[src/rtl/matmul_sequencer.sv]
`default_nettype none
// ============================================================================
// Module   : matmul_sequencer
// Purpose  : Command-level controller for the systolic matrix-multiply
//            datapath. Accepts one job at a time, holds the multiplier's
//            start/mode/dimension inputs for the whole job, captures the
//            result matrix and per-PE overflow flags on the finish strobe and
//            presents them on a valid/ready result port. Dimension checks
//            reject jobs larger than the array without starting it.
// Ports    : clk_i, rst_ni              clock, async active-low reset
//            cmd_*                      valid/ready job request (dims are N-1)
//            mul_start_o/mode/dims      drive the multiplier
//            mul_finish_i/flags/c       multiplier completion and result
//            res_*                      captured result, valid/ready
//            sticky_flags_o             flag OR across an accumulate chain
//            busy_o                     controller not idle
// Options  : MATMUL_SEQ_WATCHDOG_EN     when defined, a RUN job that sees no
//            finish within WATCHDOG_CYCLES cycles is aborted with res_err_o.
// Revision : 1.0 - initial release
// ============================================================================
module matmul_sequencer #(
  parameter int DATA_WIDTH      = 8,
  parameter int BUS_WIDTH       = 16,
  parameter int WATCHDOG_CYCLES = 32
) (
  input  logic                                                              clk_i,
  input  logic                                                              rst_ni,
  input  logic                                                              cmd_valid_i,
  output logic                                                              cmd_ready_o,
  input  logic [1:0]                                                        cmd_n_dim_i,
  input  logic [1:0]                                                        cmd_k_dim_i,
  input  logic [1:0]                                                        cmd_m_dim_i,
  input  logic                                                              cmd_mode_i,
  output logic                                                              mul_start_o,
  output logic                                                              mul_mode_bit_o,
  output logic [1:0]                                                        mul_n_dim_o,
  output logic [1:0]                                                        mul_k_dim_o,
  output logic [1:0]                                                        mul_m_dim_o,
  input  logic                                                              mul_finish_i,
  input  logic [(BUS_WIDTH/DATA_WIDTH)*(BUS_WIDTH/DATA_WIDTH)-1:0]           mul_flags_i,
  input  logic [(BUS_WIDTH/DATA_WIDTH)*(BUS_WIDTH/DATA_WIDTH)*BUS_WIDTH-1:0] mul_c_matrix_i,
  output logic                                                              res_valid_o,
  input  logic                                                              res_ready_i,
  output logic [(BUS_WIDTH/DATA_WIDTH)*(BUS_WIDTH/DATA_WIDTH)*BUS_WIDTH-1:0] res_c_matrix_o,
  output logic [(BUS_WIDTH/DATA_WIDTH)*(BUS_WIDTH/DATA_WIDTH)-1:0]           res_flags_o,
  output logic [(BUS_WIDTH/DATA_WIDTH)*(BUS_WIDTH/DATA_WIDTH)-1:0]           sticky_flags_o,
  output logic                                                              res_err_o,
  output logic                                                              busy_o
);

  localparam int         MAX_DIM     = BUS_WIDTH / DATA_WIDTH;
  localparam logic [1:0] C_DIM_LIMIT = 2'(MAX_DIM - 1);

  typedef enum logic [1:0] {
    ST_IDLE = 2'd0,
    ST_RUN  = 2'd1,
    ST_DONE = 2'd2
  } state_t;

  state_t r_state;
  state_t w_state_next;

  logic w_accept;
  logic w_dim_bad;
  logic w_finish;
  logic w_wd_expire;

  assign w_accept  = cmd_valid_i && (r_state == ST_IDLE);
  assign w_dim_bad = (cmd_n_dim_i > C_DIM_LIMIT) || (cmd_k_dim_i > C_DIM_LIMIT) ||
                     (cmd_m_dim_i > C_DIM_LIMIT);
  // A finish strobe only counts while a job is running; stale strobes are dropped.
  assign w_finish  = mul_finish_i && (r_state == ST_RUN);

`ifdef MATMUL_SEQ_WATCHDOG_EN
  localparam int WD_W = $clog2(WATCHDOG_CYCLES + 1);

  logic [WD_W-1:0] r_wd_cnt;

  // Counter is held at zero outside RUN, so it always starts from zero on entry.
  always_ff @(posedge clk_i or negedge rst_ni) begin
    if (!rst_ni) begin
      r_wd_cnt <= '0;
    end else if (r_state != ST_RUN) begin
      r_wd_cnt <= '0;
    end else if (!w_wd_expire) begin
      r_wd_cnt <= r_wd_cnt + WD_W'(1);
    end
  end

  assign w_wd_expire = (r_state == ST_RUN) && (r_wd_cnt == WD_W'(WATCHDOG_CYCLES));
`else
  logic w_unused_wd;

  assign w_wd_expire = 1'b0;
  assign w_unused_wd = (WATCHDOG_CYCLES != 0);
`endif

  // State register
  always_ff @(posedge clk_i or negedge rst_ni) begin
    if (!rst_ni) begin
      r_state <= ST_IDLE;
    end else begin
      r_state <= w_state_next;
    end
  end

  // Next-state logic; a finish in the limit cycle takes priority over the watchdog.
  always_comb begin
    w_state_next = r_state;
    case (r_state)
      ST_IDLE: begin
        if (w_accept) begin
          w_state_next = w_dim_bad ? ST_DONE : ST_RUN;
        end
      end
      ST_RUN: begin
        if (w_finish || w_wd_expire) begin
          w_state_next = ST_DONE;
        end
      end
      ST_DONE: begin
        if (res_ready_i) begin
          w_state_next = ST_IDLE;
        end
      end
      default: w_state_next = ST_IDLE;
    endcase
  end

  // Registered outputs. Handshake/status outputs are decoded from the next
  // state so they line up with the state register after each edge.
  always_ff @(posedge clk_i or negedge rst_ni) begin
    if (!rst_ni) begin
      cmd_ready_o    <= 1'b1;
      busy_o         <= 1'b0;
      mul_start_o    <= 1'b0;
      res_valid_o    <= 1'b0;
      mul_mode_bit_o <= 1'b0;
      mul_n_dim_o    <= 2'd0;
      mul_k_dim_o    <= 2'd0;
      mul_m_dim_o    <= 2'd0;
      res_c_matrix_o <= '0;
      res_flags_o    <= '0;
      sticky_flags_o <= '0;
      res_err_o      <= 1'b0;
    end else begin
      cmd_ready_o <= (w_state_next == ST_IDLE);
      busy_o      <= (w_state_next != ST_IDLE);
      mul_start_o <= (w_state_next == ST_RUN);
      res_valid_o <= (w_state_next == ST_DONE);

      if (w_accept) begin
        mul_mode_bit_o <= cmd_mode_i;
        mul_n_dim_o    <= cmd_n_dim_i;
        mul_k_dim_o    <= cmd_k_dim_i;
        mul_m_dim_o    <= cmd_m_dim_i;
        if (w_dim_bad) begin
          // Rejected job: error result, sticky flags untouched.
          res_c_matrix_o <= '0;
          res_flags_o    <= '0;
          res_err_o      <= 1'b1;
        end else if (!cmd_mode_i) begin
          // An overwrite job starts a new accumulate chain.
          sticky_flags_o <= '0;
        end
      end

      if (w_finish) begin
        res_c_matrix_o <= mul_c_matrix_i;
        res_flags_o    <= mul_flags_i;
        res_err_o      <= 1'b0;
        sticky_flags_o <= sticky_flags_o | mul_flags_i;
      end else if (w_wd_expire) begin
        res_c_matrix_o <= '0;
        res_flags_o    <= '0;
        res_err_o      <= 1'b1;
      end
    end
  end

endmodule
`default_nettype wire

[config.mk]
export PLATFORM = sky130hd
export DESIGN_NAME = matmul_sequencer
export DESIGN_NICKNAME = d
export VERILOG_FILES = /design/src/rtl/matmul_sequencer.sv
export SDC_FILE = /design/constraint.sdc
export NUM_CORES = 1
export LEC_CHECK = 0
export CAP_MARGIN = 20
export CORE_MARGIN = 5
export CORE_UTILIZATION = 45
export CTS_BUF_LIST = sky130_fd_sc_hd__clkbuf_4
export DETAILED_ROUTE_END_ITERATION = 6
export MAX_ROUTING_LAYER = met4
export PLACE_DENSITY = 0.88
export SETUP_SLACK_MARGIN = 0.4
export SLEW_MARGIN = 15
export SYNTH_ARGS = -nofsm -noshare
export SYNTH_HDL_FRONTEND = slang
export SYNTH_SLANG_ARGS = --single-unit
[constraint.sdc]
create_clock -name clk_i -period 2.2 [get_ports clk_i]
set_clock_uncertainty 0.1 [all_clocks]
set_input_delay 0.55 -clock clk_i [delete_from_list [all_inputs] [get_ports clk_i]]
set_output_delay 0.55 -clock clk_i [all_outputs]
set_load 0.01 [all_outputs]
==> results.sh <==
export IMPL_cp_slowest_stage_delay_ns=0.44
export IMPL_first_iter_violations=117
export IMPL_setup_viol=0
export IMPL_cp_arrival_ns=2.06
export IMPL_tightest_slew_ns=0.385
export IMPL_synth_seq_cells=86
export IMPL_critPathTopFamily="simple AND/OR/NAND/NOR gates"
export IMPL_core_area_um2=7250
export IMPL_period_needed_ns=1.83
export IMPL_power_mw=4.04
export IMPL_htreeDepth=3
export IMPL_finalWorstSetupSlack_ns=0.368
export IMPL_avgSynthCellArea_um2=9.87
export IMPL_hold_class="primary input to asynchronous set/reset pin"
export IMPL_cts_tree="done"
export IMPL_ios=164
export IMPL_portBuffers=163
export IMPL_grt_pass1_vias=3111
export IMPL_numCtsBuffers=9
export IMPL_numClockSinks=86
export IMPL_area_growth_pct=65.0
export IMPL_clk_latency_ns=0.41
export IMPL_synth_top_area_share=0.632
export IMPL_synthAdderAreaFrac=0
export IMPL_crit_fanout=34
export IMPL_timing_final_crit_share=0.833
export IMPL_preCtsSetupSlack_ns=-0.0368
export IMPL_drt_antenna_violating_nets=0
export IMPL_place_congestion=0.808
export IMPL_die_w_um=96.5
export IMPL_grt_overflow=0
export IMPL_drt_total_wl_mm=10.1
export IMPL_yosys_warnings=0
export IMPL_seq_area_frac_synth=0.640
export IMPL_placed_area_um2=5130
export IMPL_critPathBufInv=2
export IMPL_drt_first_pass_iters=5
export IMPL_start_util=0.464
export IMPL_crit_type="primary input to flop"
export IMPL_synthCells=341
export IMPL_cp_start_kind="primary input"
export IMPL_synth_net_count=421
export IMPL_status="complete, no violations"
export IMPL_die_y_um=96.5
export IMPL_grt_max_degree=53
export IMPL_maxCapViolCount=0
export IMPL_drive_above_1_share=0.132
export IMPL_hpwl_mm=7.11
export IMPL_yosys_area_top_type="dfrtp_1"
export IMPL_endpoint_kind="flop"
export IMPL_relSlewSlack=0.743
export IMPL_synthTopCellsByArea="dfrtp_1 63%, nand2_1 14%, o21ai_1 7.3%"
export IMPL_synthSimpleGateAreaFrac=0.168
export IMPL_dieArea_um2=9310
export IMPL_tns_ns=0
export IMPL_synth_compound_area_frac=0.128
export IMPL_powerDensity_nw_per_um2=727
export IMPL_drc=0
export IMPL_synth_xor_area_share=0
export IMPL_worstPathRequired_ns=2.42
export IMPL_num_antenna_cells=0
export IMPL_antenna_found_initial=0
export IMPL_path_cells="clkdlybuf4s50_1 > or3_4 > and2_2 > buf_12 > o21ai_0"
export IMPL_slowest_stage="clkdlybuf4s50_1"
export IMPL_hold_viol=0
export IMPL_final_net_count=615
export IMPL_grt_usage=0.218
export IMPL_netlist_area_um2=3370
export IMPL_viasPerCell=4.94
export IMPL_ir_worst_vdd_mv=0.579
export IMPL_maxSlewViolCount=0
export IMPL_rsz0062_at_grt="no"
export IMPL_place_inst=589
export IMPL_design_area_um2=5560
export IMPL_clock_path_buffers=2
export IMPL_synth_top_family_by_area="simple AND/OR/NAND/NOR gates"
export IMPL_wl_per_cell_um=15.8
export IMPL_synthMuxAreaShare=0.0234
export IMPL_nFillCells=470
export IMPL_finalNonFillerCells=638
export IMPL_clk_pin_slew_worst_paths_ns=0.13
export IMPL_std_cell_rows=31
export IMPL_leakage_nw=2.53
export IMPL_synth_cell_types=26
export IMPL_grt_pass1_wl_mm=15.1
export IMPL_vias=3150
export IMPL_clockRootBuffer="clkbuf_4"
export IMPL_max_freq_mhz=546
[logic make-up (layout without fill, tap and decap cells)]
group,after synthesis,after routing
AOI/OAI and AO/OA,81,81
and+or+nand+nor,141,141
muxes,7,7
DFF,86,86
buffers and inverters,26,224
[metal layers]
metal,track usage,part of all wire,vias up
li1,-,-,1496
met1,0.260,0.39,1492
met2,0.348,0.49,136
met3,0.0767,0.087,26
met4,0.0736,0.032,0
met5,-,0,-
[placed cells by master (no fill, tap or decap), types with 2 or more instances in the layout]
cell | synthesis | layout
nand2_1 | 128 | 128
dfrtp_1 | 85 | 85
clkdlybuf4s50_1 | 0 | 78
clkdlybuf4s15_1 | 0 | 75
o21ai_1 | 49 | 52
buf_4 | 5 | 40
o21ai_0 | 16 | 13
clkbuf_4 | 0 | 9
a21oi_1 | 8 | 8
dlygate4sd2_1 | 0 | 8
mux2_2 | 7 | 7
buf_12 | 0 | 5
a22o_1 | 4 | 4
nor2_1 | 4 | 4
clkinv_1 | 0 | 3
bufinv_16 | 0 | 3
a22oi_1 | 2 | 2
[where the power goes]
group	total (mW)	internal (mW)	switching [mW]
clock	1.06	0.559	0.501
sequential	1.92	1.79	0.127
combinational	1.06	0.577	0.484
total	4.04	2.93	1.11
[Yosys cell counts, drive strengths merged]
cell type  instances
and3b              1
o21a               1
or3                1
nor3               1
nor2b              1
nand2b             1
nand3b             1
clkbuf            13
dfstp              1
o31ai              1
a22oi              2
a21oi              8
and2               1
nor3b              2
inv                1
nor2               4
nand2            128
mux2               7
o21ai             65
buf               12
dfrtp             85
a22o               4
[worst reg2reg max path, delay by kind of cell (launching register included)]
kind / cells / cell delay, ns
simple gates: 2 / 0.33
compound gates: 1 / 0.16
buf+inv: 1 / 0.37
flops: 1 / 0.55
[final timing paths]
check                               start                  to  slack [ns]  depth (start not counted)
hold / removal                     rst_ni  res_c_matrix_o[41]        0.42                          2
setup / recovery           cmd_n_dim_i[1]  res_c_matrix_o[14]        0.37                          5
hold reg to reg            res_flags_o[2]      res_flags_o[2]        0.42                          1
max in group asynchronous          rst_ni  res_c_matrix_o[19]        1.02                          3
setup reg to reg               r_state[1]   res_c_matrix_o[3]        0.61                          4
min in group clk_i         res_flags_o[2]      res_flags_o[2]        0.42                          1
[layout make-up]
class	count	area (um^2)	area share
sequential	86	2150	0.388
timing repair buffer	208	2020	0.363
multi-input combinational	229	1090	0.196
tap	99	124	0.0223
clock inverter	6	101	0.0182
clock buffer	9	67.6	0.0122
inverter	1	3.75	0.000676
[flip-flops by register name, summed over array words and instances, names as in the netlist, 2 cells and up]
signal and flops:
mul_k_dim_o 2, r_state 2, mul_m_dim_o 2, res_flags_o 4, mul_n_dim_o 2, res_c_matrix_o 64, sticky_flags_o 4
[metrics by stage]
step | hold WS (ns) | util
detailed placement | 0.275 | 0.708
global route | 0.364 | 0.766
CTS | 0.365 | 0.718
floorplan | 0.154 | -
global placement | 0.275 | 0.708
finish | 0.415 | 0.766
[what timing repair did]
action / 4_1_cts / 5_1_grt
buffers inserted: 0 / 33
setup endpoints to repair: 85 / 89
resized for setup: 85 / 81
hold endpoints to repair: 6 / 0
hold buffers: 1 / 0
(Power assumes the default switching activity.)
==> RTL change 1: new RTL, same flow settings <==
`BUS_WIDTH`: 16 -> 20.
--- a/src/rtl/matmul_sequencer.sv
+++ b/src/rtl/matmul_sequencer.sv
@@ -21,5 +21,5 @@
 module matmul_sequencer #(
   parameter int DATA_WIDTH      = 8,
-  parameter int BUS_WIDTH       = 16,
+  parameter int BUS_WIDTH       = 20,
   parameter int WATCHDOG_CYCLES = 32
 ) (
Ports: changed (resized mul_c_matrix_i and res_c_matrix_o); port bits go from 164 to 196. The function was not compared with the original's and may differ.
==> RTL change 1 against the unedited design <==
  * Setup slack better by 71 ps
  * Sequential cell count is 16 higher
  * Sequential power is 17% higher
  * Area after synthesis is 18% higher
  * Wire length is 23% higher
  * Final area is 18% higher
  * Non-clock buffer count is 47 higher
  * Total power is 9.8% higher
  * Critical endpoint is now res_c_matrix_o[51]
==> RTL change 1: results (changes against the unedited design) <==
{| class="wikitable"
! Metric !! Value
|-
| Clock sink count || 102 (+19%)
|-
| Port Buf Inserts || 195 (+20%)
|-
| Share of post-route cells with drive strength above 1 || 13.5% (+0.37 points)
|-
| Timing startpoint of the critical path || res_c_matrix_o[51]$_DFFE_PN0P_
|-
| Top cells by area in the synthesized netlist || sky130_fd_sc_hd__dfrtp_1 (63%), sky130_fd_sc_hd__nand2_1 (15%), sky130_fd_sc_hd__o21ai_1 (9.9%)
|-
| Worst reg2reg path endpoint || res_flags_o[0]$_DFFE_PN0P_
|-
| Capture point of the critical path || res_c_matrix_o[51]
|-
| Clk slew on worst S/H paths || 150 ps (+20 ps)
|-
| Number of DRC markers after the initial detailed-route iteration || 162 (+38%)
|-
| Arrival time of data at the critical path endpoint || 1110 ps (-950 ps)
|-
| DP Area || 0.00611 mm^2 (+19%)
|-
| Synthesized-area fraction occupied by ao, oa, aoi and oai cells || 12.8% (+0.027 points)
|-
| Total iterations of the first detailed-routing run || 4 (-1)
|-
| Post-synthesis mux area share || 1.98% (-0.36 points)
|-
| Area added between synthesis and finish || 64.3%
|-
| Maximum number of pins on one net before global-route repair || 52 (-1.9%)
|-
| Fraction of met3 tracks used by global routing || 6.15% (-1.5 points)
|-
| M1 WL || 4.93 mm (+26%)
|-
| Final net count || 742 (+21%)
|-
| Largest registers || res_c_matrix_o: 80 flops, res_flags_o: 4 flops, sticky_flags_o: 4 flops
|-
| Clk pwr || 934 uW (-12%)
|-
| Outcome || finished clean
|-
| Static power due to leakage || 3.04 nW (+20%)
|-
| Routed length on met2 || 6.37 mm (+28%)
|-
| Area of the die || 0.0108 mm^2 (+16%)
|-
| Leading post-synthesis cells by instance count || sky130_fd_sc_hd__nand2_1 (160), sky130_fd_sc_hd__dfrtp_1 (101), sky130_fd_sc_hd__o21ai_1 (79)
|-
| Final non-clock buffer share || 37.4% (+1.1 points)
|-
| Count of filler cells inserted in the layout || 600 (+28%)
|-
| Cell with the biggest individual delay on the critical path || sky130_fd_sc_hd__dfrtp_1
|-
| Clkbuf count || 11 (+2)
|-
| Syn_nets || 507 (+20%)
|-
| Combined global-route utilization of all metal layers || 22.3% (+0.45 points)
|-
| Routed WL || 12.4 mm (+23%)
|-
| Share of the final layout cell area in multi-input gates || 19.5% (-0.14 points)
|-
| Proportion of power drawn by combinational gates || 28.3% (+2.0 points)
|}
==> RTL change 1: cell count changes in the layout (fill, tap and decap cells not counted), sizes merged, moves of 12 or more <==
| cell | change |
|---|---|
| clkdlybuf4s50 | +16 |
| nand2 | +32 |
| buf | +15 |
| o21ai | +16 |
| dfrtp | +16 |
| dlygate4sd2 | +12 |
==> RTL change 1: what timing repair did <==
action,CTS,global route
endpoints found under the setup margin,100,89
hold buffers,1,0
setup buffers,8,37
resized for setup,104,81
endpoints found under the hold margin,21,0
==> RTL change 1: stage by stage <==
stage | setup TNS, ps | cells | setup slack (ps) | hold slack (ps)
4_1_cts | 0 | 721 | 297 | 417
3_3_place_gp | 0 | 697 | 29.3 | 369
5_1_grt | 0 | 758 | 381 | 445
3_5_place_dp | -9.88 | 697 | -8.50 | 376
6_report | 0 | 758 | 439 | 420
2_1_floorplan | 0 | 411 | 458 | 154
==> RTL change 2: new RTL, config.mk and constraints unchanged <==
Without the edit above. Register the input `cmd_mode_i` before use. The logic sees it one clock later. The other inputs are not delayed to match.
--- a/src/rtl/matmul_sequencer.sv
+++ b/src/rtl/matmul_sequencer.sv
@@ -57,4 +57,10 @@
     ST_DONE = 2'd2
   } state_t;
+
+  logic cmd_mode_q;
+
+  always_ff @(posedge clk_i) begin
+    cmd_mode_q <= cmd_mode_i;
+  end
 
   state_t r_state;
@@ -151,5 +157,5 @@
 
       if (w_accept) begin
-        mul_mode_bit_o <= cmd_mode_i;
+        mul_mode_bit_o <= cmd_mode_q;
         mul_n_dim_o    <= cmd_n_dim_i;
         mul_k_dim_o    <= cmd_k_dim_i;
@@ -160,5 +166,5 @@
           res_flags_o    <= '0;
           res_err_o      <= 1'b1;
-        end else if (!cmd_mode_i) begin
+        end else if (!cmd_mode_q) begin
           // An overwrite job starts a new accumulate chain.
           sticky_flags_o <= '0;
Check against the original RTL: not equivalent (Yosys sat finds a counterexample within 4 cycles, from zero or initial values and one cycle with rst_ni low).
==> RTL change 2 against the unedited design <==
  * Clock power fell by 17%
  * Via count rose by 0.48%
  * Utilization fell by 1.6 points
  * Non-clock buffer count fell by 5
  * Maximum frequency rose by 2.9%
  * Total power fell by 3.9%
  * Area after synthesis rose by 0.59%
  * Sequential cell count rose by 1
  * Final area fell by 1.6%
  * Setup slack improved by 52 ps
  * Wire length rose by 0.92%
  * Critical endpoint is now res_c_matrix_o[10]$_DFFE_PN0P_
==> RTL change 2: results (changes against the unedited design) <==
{| class="wikitable"
! Metric !! Value
|-
| Worst R2R Setup Slack || 520 ps (-90 ps)
|-
| M1 WL || 4.18 mm (+6.6%)
|-
| Number of DRC markers after the initial detailed-route iteration || 163 (+39%)
|-
| Detail Placement HPWL || 7.29 mm (+2.5%)
|-
| GR Util met1 || 26.7% (+0.77 points)
|-
| Maximum number of pins on one net before global-route repair || 47 (-11%)
|-
| Arrival time of data at the critical path endpoint || 2010 ps (-50 ps)
|-
| Outcome || finished clean
|-
| Fraction of met3 tracks used by global routing || 4.39% (-3.3 points)
|-
| Number of antenna diodes || 0 (unchanged)
|-
| Wire length of the first global-routing pass || 16.3 mm (+8.0%)
|-
| Sequential share of the synthesized area || 64.2% (+0.21 points)
|-
| Global placement routability congestion || 0.849 (+5.1%)
|-
| Final net count || 611 (-0.65%)
|-
| Async set-or-reset flop fraction in the synthesized netlist || 98.9% (-1.1 points)
|-
| # H-tree levels || 3 (unchanged)
|-
| Amount of wire on met3 after detailed routing || 490 um (-44%)
|-
| Syn_nets || 422 (+0.24%)
|-
| Average via count per standard cell || 4.98 (+0.95%)
|-
| Internal cell power || 2.77 mW (-5.3%)
|-
| Largest registers || res_c_matrix_o: 64 flops, res_flags_o: 4 flops, sticky_flags_o: 4 flops
|-
| Routed length on met2 || 5.43 mm (+9.1%)
|-
| Share of post-route cells with drive strength above 1 || 12.5% (-0.67 points)
|-
| Combined global-route utilization of all metal layers || 21.9% (+0.078 points)
|-
| Number of global-route vias before repair || 3110 (-0.032%)
|-
| Worst reg2reg path endpoint || res_flags_o[1]$_DFFE_PN0P_
|-
| Clock root buffer || sky130_fd_sc_hd__clkbuf_4
|-
| Number of cell instances on the worst register-to-register path || 5 (+1)
|-
| Crit Path Max Fanout || 32 (-5.9%)
|-
| Max Used Layer || met4
|-
| Worst min path class || flip-flop to flip-flop
|-
| Headroom to the max-slew limit || 67.6% (-6.7 points)
|-
| Library cells used by synthesis || 27 (+3.8%)
|-
| Routed WL || 10.2 mm (+0.92%)
|-
| Timing startpoint of the critical path || cmd_k_dim_i[1]
|-
| Max rail drop VDD || 0.438 mV (-24%)
|-
| Port Buf Inserts || 163 (unchanged)
|-
| Global routing met2 resource utilization || 36.8% (+2.0 points)
|-
| Total iterations of the first detailed-routing run || 4 (-1)
|-
| Beginning of the worst register-to-register path || r_state[1]$_DFF_PN0_
|-
| Top cells by area in the synthesized netlist || sky130_fd_sc_hd__dfrtp_1 (63%), sky130_fd_sc_hd__nand2_1 (14%), sky130_fd_sc_hd__o21ai_1 (7.2%)
|-
| Static power due to leakage || 2.55 nW (+1.1%)
|-
| Capture point of the critical path || res_c_matrix_o[10]$_DFFE_PN0P_
|}
==> RTL change 2: cell count changes after synthesis, sizes merged <==
cell,unedited run,this run
dfxtp,0,1
==> RTL change 2: worst max-delay path, stage by stage <==
cell and delay, ps:
sky130_fd_sc_hd__clkdlybuf4s50_1 440, sky130_fd_sc_hd__or3_4 390, sky130_fd_sc_hd__and2_2 250, sky130_fd_sc_hd__buf_12 170, sky130_fd_sc_hd__o21ai_0 180
==> RTL change 2: power by group through the flow <==
stage	clock, mW	sequential, mW	combinational (mW)
5_1_grt	0.992	1.97	1.15
4_1_cts	0.916	1.93	0.963
6_report	0.882	1.94	1.06
3_5_place_dp	0	1.97	1.09
2_1_floorplan	0	2.04	0.307
3_3_place_gp	0	1.96	1.07
==> RTL change 2: what timing repair did <==
item                                    in CTS  in global routing
setup buffers                                2                 24
endpoints found under the setup margin      84                 67
hold endpoints to repair                    27                  0
resized for setup                           87                 57
hold buffers                                 1                  0
pin swaps                                    0                  0
==> RTL change 2: layout make-up <==
cell class	instances	area, um^2
sequential	87	2170
fill	549	1830
clock buffer	12	90.1
multi-input combinational	229	1080
tap	99	124
inverter	1	3.75
clock inverter	4	46.3
timing repair buffer	203	1950
==> RTL change 2: metrics by stage <==
| step | setup WS (ps) | power [mW] | instance area, um^2 | cells | hold WS, ps |
|---|---|---|---|---|---|
| 2_1_floorplan | 472 | 2.35 | 3390 | 342 | 154 |
| 3_3_place_gp | 53.7 | 3.02 | 5170 | 592 | 379 |
| 3_5_place_dp | 0.510 | 3.06 | 5170 | 592 | 387 |
| 4_1_cts | 293 | 3.81 | 5230 | 611 | 418 |
| 5_1_grt | 380 | 4.11 | 5470 | 635 | 431 |
| 6_report | 420 | 3.88 | 5470 | 635 | 419 |
==> RTL change 2: worst min-delay path by stage <==
stage / startpoint / endpoint / slack (ps) / cells past startpoint
6_report: res_flags_o[0]$_DFFE_PN0P_ / res_flags_o[0]$_DFFE_PN0P_ / 420 / 1
5_1_grt: cmd_mode_i / cmd_mode_q$_DFF_P_ / 430 / 1
4_1_cts: res_flags_o[0]$_DFFE_PN0P_ / res_flags_o[0]$_DFFE_PN0P_ / 420 / 1
3_5_place_dp: res_flags_o[0]$_DFFE_PN0P_ / res_flags_o[0]$_DFFE_PN0P_ / 390 / 1
3_3_place_gp: sticky_flags_o[1]$_DFFE_PN0P_ / sticky_flags_o[1]$_DFFE_PN0P_ / 380 / 2
2_1_floorplan: rst_ni / busy_o$_DFF_PN0_ / 150 / 0
==> RTL change 2: logic make-up after synthesis <==
kind of cell / share of synthesized area (%)
mux: 2.33
flops: 64.2
buf+inv: 4.06
simple gates: 16.7
compound gates: 12.7
